**src/rtl/cpu_controller_pkg.sv**
```systemverilog
// Shared definitions for the cpu_controller slice: widths, opcodes, FSM states
// and the instruction field layout with a decode helper.
package cpu_controller_pkg;

  localparam int unsigned DATA_W     = 8;
  localparam int unsigned INSTR_W    = 8;
  localparam int unsigned ADDR_W     = 8;
  localparam int unsigned NREGS      = 4;
  localparam int unsigned RIDX_W     = 2;
  localparam int unsigned DMEM_DEPTH = 4;
  localparam int unsigned IMM_W      = 4;

  // Instruction field bit positions
  localparam int unsigned OP_MSB  = 7;
  localparam int unsigned OP_LSB  = 6;
  localparam int unsigned A_MSB   = 5;
  localparam int unsigned A_LSB   = 4;
  localparam int unsigned R_MSB   = 3;
  localparam int unsigned R_LSB   = 2;
  localparam int unsigned IMM_MSB = 5;
  localparam int unsigned IMM_LSB = 2;
  localparam int unsigned RD_MSB  = 1;
  localparam int unsigned RD_LSB  = 0;

  typedef enum logic [1:0] {
    OP_LDI   = 2'b00,
    OP_LOAD  = 2'b01,
    OP_STORE = 2'b10,
    OP_STOP  = 2'b11
  } opcode_e;

  typedef enum logic [1:0] {
    ST_FETCH = 2'd0,
    ST_EXEC  = 2'd1,
    ST_HALT  = 2'd2
  } state_e;

  typedef struct packed {
    opcode_e            op;
    logic [RIDX_W-1:0]  a;
    logic [RIDX_W-1:0]  r;
    logic [IMM_W-1:0]   imm;
    logic [RIDX_W-1:0]  rd;
  } instr_t;

  // Fields overlap (imm shares bits with a/r); every view is extracted.
  function automatic instr_t decode(input logic [INSTR_W-1:0] w);
    instr_t d;
    d.op  = opcode_e'(w[OP_MSB:OP_LSB]);
    d.a   = w[A_MSB:A_LSB];
    d.r   = w[R_MSB:R_LSB];
    d.imm = w[IMM_MSB:IMM_LSB];
    d.rd  = w[RD_MSB:RD_LSB];
    return d;
  endfunction

endpackage

```
**src/rtl/regfile4x8.sv**
```systemverilog
// Four 8-bit registers: one synchronous write port, two combinational read
// ports, synchronous clear, plus a full dump for display/debug.
module regfile4x8
  import cpu_controller_pkg::*;
(
  input  logic              clk,
  input  logic              clear,
  input  logic              we,
  input  logic [RIDX_W-1:0] waddr,
  input  logic [DATA_W-1:0] wdata,
  input  logic [RIDX_W-1:0] raddr0,
  output logic [DATA_W-1:0] rdata0,
  input  logic [RIDX_W-1:0] raddr1,
  output logic [DATA_W-1:0] rdata1,
  output logic [DATA_W-1:0] reg0,
  output logic [DATA_W-1:0] reg1,
  output logic [DATA_W-1:0] reg2,
  output logic [DATA_W-1:0] reg3
);

  logic [DATA_W-1:0] mem [NREGS];

  always_ff @(posedge clk) begin
    if (clear) begin
      mem <= '{default: '0};
    end else if (we) begin
      mem[waddr] <= wdata;
    end
  end

  assign rdata0 = mem[raddr0];
  assign rdata1 = mem[raddr1];

  assign reg0 = mem[0];
  assign reg1 = mem[1];
  assign reg2 = mem[2];
  assign reg3 = mem[3];

endmodule

```
**src/rtl/cpu_controller.sv**
```systemverilog
// Two-cycle-per-instruction controller: FETCH latches the program word into IR,
// EXEC performs LDI/LOAD/STORE and advances PC; STOP parks the FSM in HALT.
module cpu_controller
  import cpu_controller_pkg::*;
#(
  parameter int unsigned PROG_DEPTH = 32
) (
  input  logic               clk,
  input  logic               clear,
  input  logic               run,
  input  logic [INSTR_W-1:0] instruction,
  output logic [ADDR_W-1:0]  address,
  output logic               halted,
  output logic [DATA_W-1:0]  reg0,
  output logic [DATA_W-1:0]  reg1,
  output logic [DATA_W-1:0]  reg2,
  output logic [DATA_W-1:0]  reg3
);

  localparam int unsigned PC_W = (PROG_DEPTH > 1) ? $clog2(PROG_DEPTH) : 1;
  localparam logic [PC_W-1:0] PC_LAST = PC_W'(PROG_DEPTH - 1);

  state_e             state, state_next;
  logic [PC_W-1:0]    pc, pc_next;
  logic [INSTR_W-1:0] ir, ir_next;
  instr_t             dec;

  logic               rf_we;
  logic [RIDX_W-1:0]  rf_waddr;
  logic [DATA_W-1:0]  rf_wdata;
  logic [DATA_W-1:0]  rf_rdata;
  logic [DATA_W-1:0]  unused_rf_rdata1;

  logic               dm_we;
  logic [DATA_W-1:0]  dmem [DMEM_DEPTH];

  assign dec = decode(ir);

  // FSM, PC and IR registers; clear wins over run and any pending operation
  always_ff @(posedge clk) begin
    if (clear) begin
      state <= ST_FETCH;
      pc    <= '0;
      ir    <= '0;
    end else begin
      state <= state_next;
      pc    <= pc_next;
      ir    <= ir_next;
    end
  end

  // Data memory; STORE address comes from the a field, data from reg[r]
  always_ff @(posedge clk) begin
    if (clear) begin
      dmem <= '{default: '0};
    end else if (dm_we) begin
      dmem[dec.a] <= rf_rdata;
    end
  end

  // Next-state and datapath control; run low leaves every default in place
  always_comb begin
    state_next = state;
    pc_next    = pc;
    ir_next    = ir;
    rf_we      = 1'b0;
    rf_waddr   = dec.rd;
    rf_wdata   = '0;
    dm_we      = 1'b0;

    if (run) begin
      case (state)
        ST_FETCH: begin
          ir_next    = instruction;
          state_next = ST_EXEC;
        end
        ST_EXEC: begin
          state_next = ST_FETCH;
          pc_next    = (pc == PC_LAST) ? '0 : pc + PC_W'(1);
          case (dec.op)
            OP_LDI: begin
              rf_we    = 1'b1;
              rf_waddr = dec.rd;
              rf_wdata = DATA_W'(dec.imm);
            end
            OP_LOAD: begin
              rf_we    = 1'b1;
              rf_waddr = dec.r;
              rf_wdata = dmem[dec.a];
            end
            OP_STORE: begin
              dm_we = 1'b1;
            end
            OP_STOP: begin
              state_next = ST_HALT;
              pc_next    = pc;
            end
            default: ;
          endcase
        end
        ST_HALT: ;
        default: state_next = ST_FETCH;
      endcase
    end
  end

  regfile4x8 u_regfile (
    .clk    (clk),
    .clear  (clear),
    .we     (rf_we),
    .waddr  (rf_waddr),
    .wdata  (rf_wdata),
    .raddr0 (dec.r),
    .rdata0 (rf_rdata),
    .raddr1 (dec.rd),
    .rdata1 (unused_rf_rdata1),
    .reg0   (reg0),
    .reg1   (reg1),
    .reg2   (reg2),
    .reg3   (reg3)
  );

  assign address = ADDR_W'(pc);
  assign halted  = (state == ST_HALT);

endmodule
```
**config.mk**
```make
export PLATFORM = sky130hd
export DESIGN_NAME = cpu_controller
export DESIGN_NICKNAME = d
export VERILOG_FILES = /design/src/rtl/cpu_controller_pkg.sv /design/src/rtl/regfile4x8.sv /design/src/rtl/cpu_controller.sv
export SDC_FILE = /design/constraint.sdc
export NUM_CORES = 1
export LEC_CHECK = 0
export CAP_MARGIN = 20
export CORE_ASPECT_RATIO = 0.75
export CORE_MARGIN = 5
export CORE_UTILIZATION = 55
export DETAILED_ROUTE_END_ITERATION = 8
export GPL_ROUTABILITY_DRIVEN = 0
export PLACE_DENSITY_LB_ADDON = 0.05
export SETUP_SLACK_MARGIN = 0.02
export SKIP_CTS_REPAIR_TIMING = 1
export SLEW_MARGIN = 20
export SYNTH_ARGS = -nofsm -noshare
export SYNTH_HDL_FRONTEND = slang
export SYNTH_SLANG_ARGS = --single-unit
```
**constraint.sdc**
```tcl
create_clock -name clk -period 4.5 [get_ports clk]
set_input_delay 0.675 -clock clk [delete_from_list [all_inputs] [get_ports clk]]
set_output_delay 0.675 -clock clk [all_outputs]
set_load 0.005 [all_outputs]
```
==> flow_summary.ini <==
[outcome]
status = finished clean

[timing]
hold_violations = 0
rsz0062_at_grt = no
fin_tns_setup_ps = 0
finalCritPeriodShare = 0.531
worst_pin_slew_ps = 960
relSlewSlack = 0.360
fmax_mhz = 418
fin_ws_ps = 2110
min_period_ps = 2390
drv_slew = 0
setup-violations-final = 0
skew_ps = 8.97

[setup_path]
startpoint_type = primary input
critical_path_class = in -> reg
rrSetupSlack_ps = 2410
crit_path_end_kind = flop
worstPathArrival_ps = 2590
reg2reg_to = dmem[9]
critical_path.reg2reg.startpoint = ir[5]
crit_fanout = 8
reg2regPathDepth = 3
required_ps = 4700

[hold_path]
hp-class = reg -> reg
worstHoldStart = u_regfile.reg2[4]
holdPathStages = 2
min_to = u_regfile.reg2[4]

[cells_and_area]
seqCellArea_mm2 = 0.00158
multi_input_area_mm2 = 0.00181
drive_gt1_frac = 0.0825
n_antenna_cell = 0
num-nets-final = 409
nFillCells = 526
area_growth_pct = 18.3

[synthesis]
syn_inst = 361
synth.top_cells.by_count = dfxtp_1 (79), nor2_1 (61), mux2i_1 (52)
yosysSeqAreaShare = 0.446
synth.most_common_cell = dfxtp_1
synth.avg_cell_area_um2 = 9.82
async_reset_ff_frac = 0
synth-seq-cells = 79
yosysWarnings = 0
synth_ff_type = dfxtp_1
synth_cell_types = 39
synth_top_area_cell = dfxtp_1
netlist.area_leader.share = 0.446
syn-cell-area_mm2 = 0.00354
ys_top_cells_by_area = dfxtp_1 (45%), mux2i_1 (15%), mux4_2 (7.6%), nor2_1 (6.5%), a21oi_1 (3.2%)
synth_edf_count = 0

[clock_tree]
ctsRootBufferMaster = clkbuf_8
ctsHtreeMaxLevel = 3
numCtsBuffers = 9
clk_path_buf_depth = 2
tritoncts = yes
clk_latency_ps = 340
cts_sinks = 79
clk_pin_slew_ps = 80

[placement]
pre_cts_slack_ps = 1760
io_buffer_count = 48
dp_hpwl_mm = 5.62

[power_and_ir_drop]
peakVddDrop_mv = 0.194
power.density_mw_per_mm2 = 317
leakage_nw = 1.60

[routing]
dr.pass1.iters = 4
num_vias = 2721
drt_wl_total_mm = 8.35
ant_nets = 0
vias_per_cell = 5.66
drt-initial-drc-count = 167
drcViolationCount = 0
wl_per_cell_um = 17.4

[grt]
grt_usage = 0.216
antenna_found_initial = 0
grt_pass1_vias = 2620
grt_max_degree = 52
grt_pass1_wl_mm = 13.5
gr-total-overflow = 0

[floorplan]
start_util = 0.564
core_mm2 = 0.00629
dieArea_mm2 = 0.00816
fp.dieH_um = 79.5
num_io_pins = 52
rows = 25
die_w_um = 103

[job]
cap_violations = 0
[worst max-delay path by stage]
stage	cells after the start	start	slack (ps)	endpoint
global placement	5	run	1810	dmem[18]
CTS	5	run	2120	dmem[20]
global route	5	run	2000	dmem[21]
floorplan	5	run	2750	dmem[10]
detailed placement	5	run	1760	dmem[20]
finish	5	run	2110	dmem[20]
[cells in the final DEF (no fill, tap or decap), types with 2 or more instances in the layout]
| cell | instances |
|---|---|
| clkbuf_8 | 11 |
| nand2b_1 | 4 |
| and3b_1 | 2 |
| o21ai_1 | 3 |
| nand3_1 | 2 |
| o21ai_0 | 10 |
| ha_1 | 2 |
| nand3b_1 | 8 |
| inv_1 | 4 |
| a211oi_1 | 8 |
| a31oi_1 | 2 |
| clkdlybuf4s50_1 | 47 |
| or4b_1 | 3 |
| o21a_1 | 3 |
| nor3b_1 | 3 |
| or4_1 | 2 |
| nand2_1 | 30 |
| mux4_2 | 12 |
| nor2b_1 | 2 |
| conb_1 | 3 |
| o22ai_1 | 2 |
| mux2i_1 | 52 |
| a21oi_1 | 23 |
| nor2_1 | 61 |
| dfxtp_1 | 79 |
| and3_1 | 5 |
[state kept, by name, indices dropped and copies added (netlist names)]
name            flops
dmem               32
ir                  8
pc                  5
state               2
u_regfile.reg0      8
u_regfile.reg1      8
u_regfile.reg2      8
u_regfile.reg3      8
[layer usage]
layer | track usage | part of all wire | wire, um
met1 | 0.305 | 0.48 | 4000
met2 | 0.327 | 0.46 | 3820
met3 | 0.0672 | 0.055 | 458
met4 | 0.0433 | 0.0084 | 70
met5 | 0 | 0 | 0
[cell type report]
cell class,instances,share of cell area
multi-input cells,253,0.432
flip-flops and latches,79,0.377
repair buffers,49,0.115
clock buffers,12,0.0370
well taps,81,0.0242
clock inverters,3,0.0102
inverters,4,0.00358
[worst max-delay path, stage by stage]
cell and delay [ps]:
clkdlybuf4s50_1 640, nand4b_4 170, or4b_1 780, mux2i_1 260, nor2_1 60
[power by group]
part	total [mW]	switching, mW	internal [mW]
clock	0.526	0.243	0.283
combinational	0.0731	0.0377	0.0354
sequential	0.730	0.0240	0.706
[cell families (layout without fill, tap and decap cells)]
kind of cell               after synthesis  count (layout)  share of synthesized area
AOI/OAI and AO/OA                       53              53                     0.0883
adders and majority gates                2               2                    0.00706
buffers and inverters                   31              68                     0.0459
DFF                                     79              79                      0.446
muxes                                   64              64                      0.223
other                                    1               3                    0.00106
and+or+nand+nor                        131             131                      0.188
[per-stage QoR]
step | instances | hold slack [ps] | power, mW | instance area, um2 | util
after floorplan | 363 | 455 | 0.794 | 3550 | -
after global placement | 466 | 464 | 0.817 | 3990 | 0.635
after detailed placement | 466 | 462 | 0.819 | 3990 | 0.635
after CTS | 481 | 477 | 1.34 | 4190 | 0.666
after global routing | 481 | 500 | 1.38 | 4190 | 0.666
final | 481 | 474 | 1.33 | 4190 | 0.666
No activity file was read; power rests on OpenSTA's default activity.
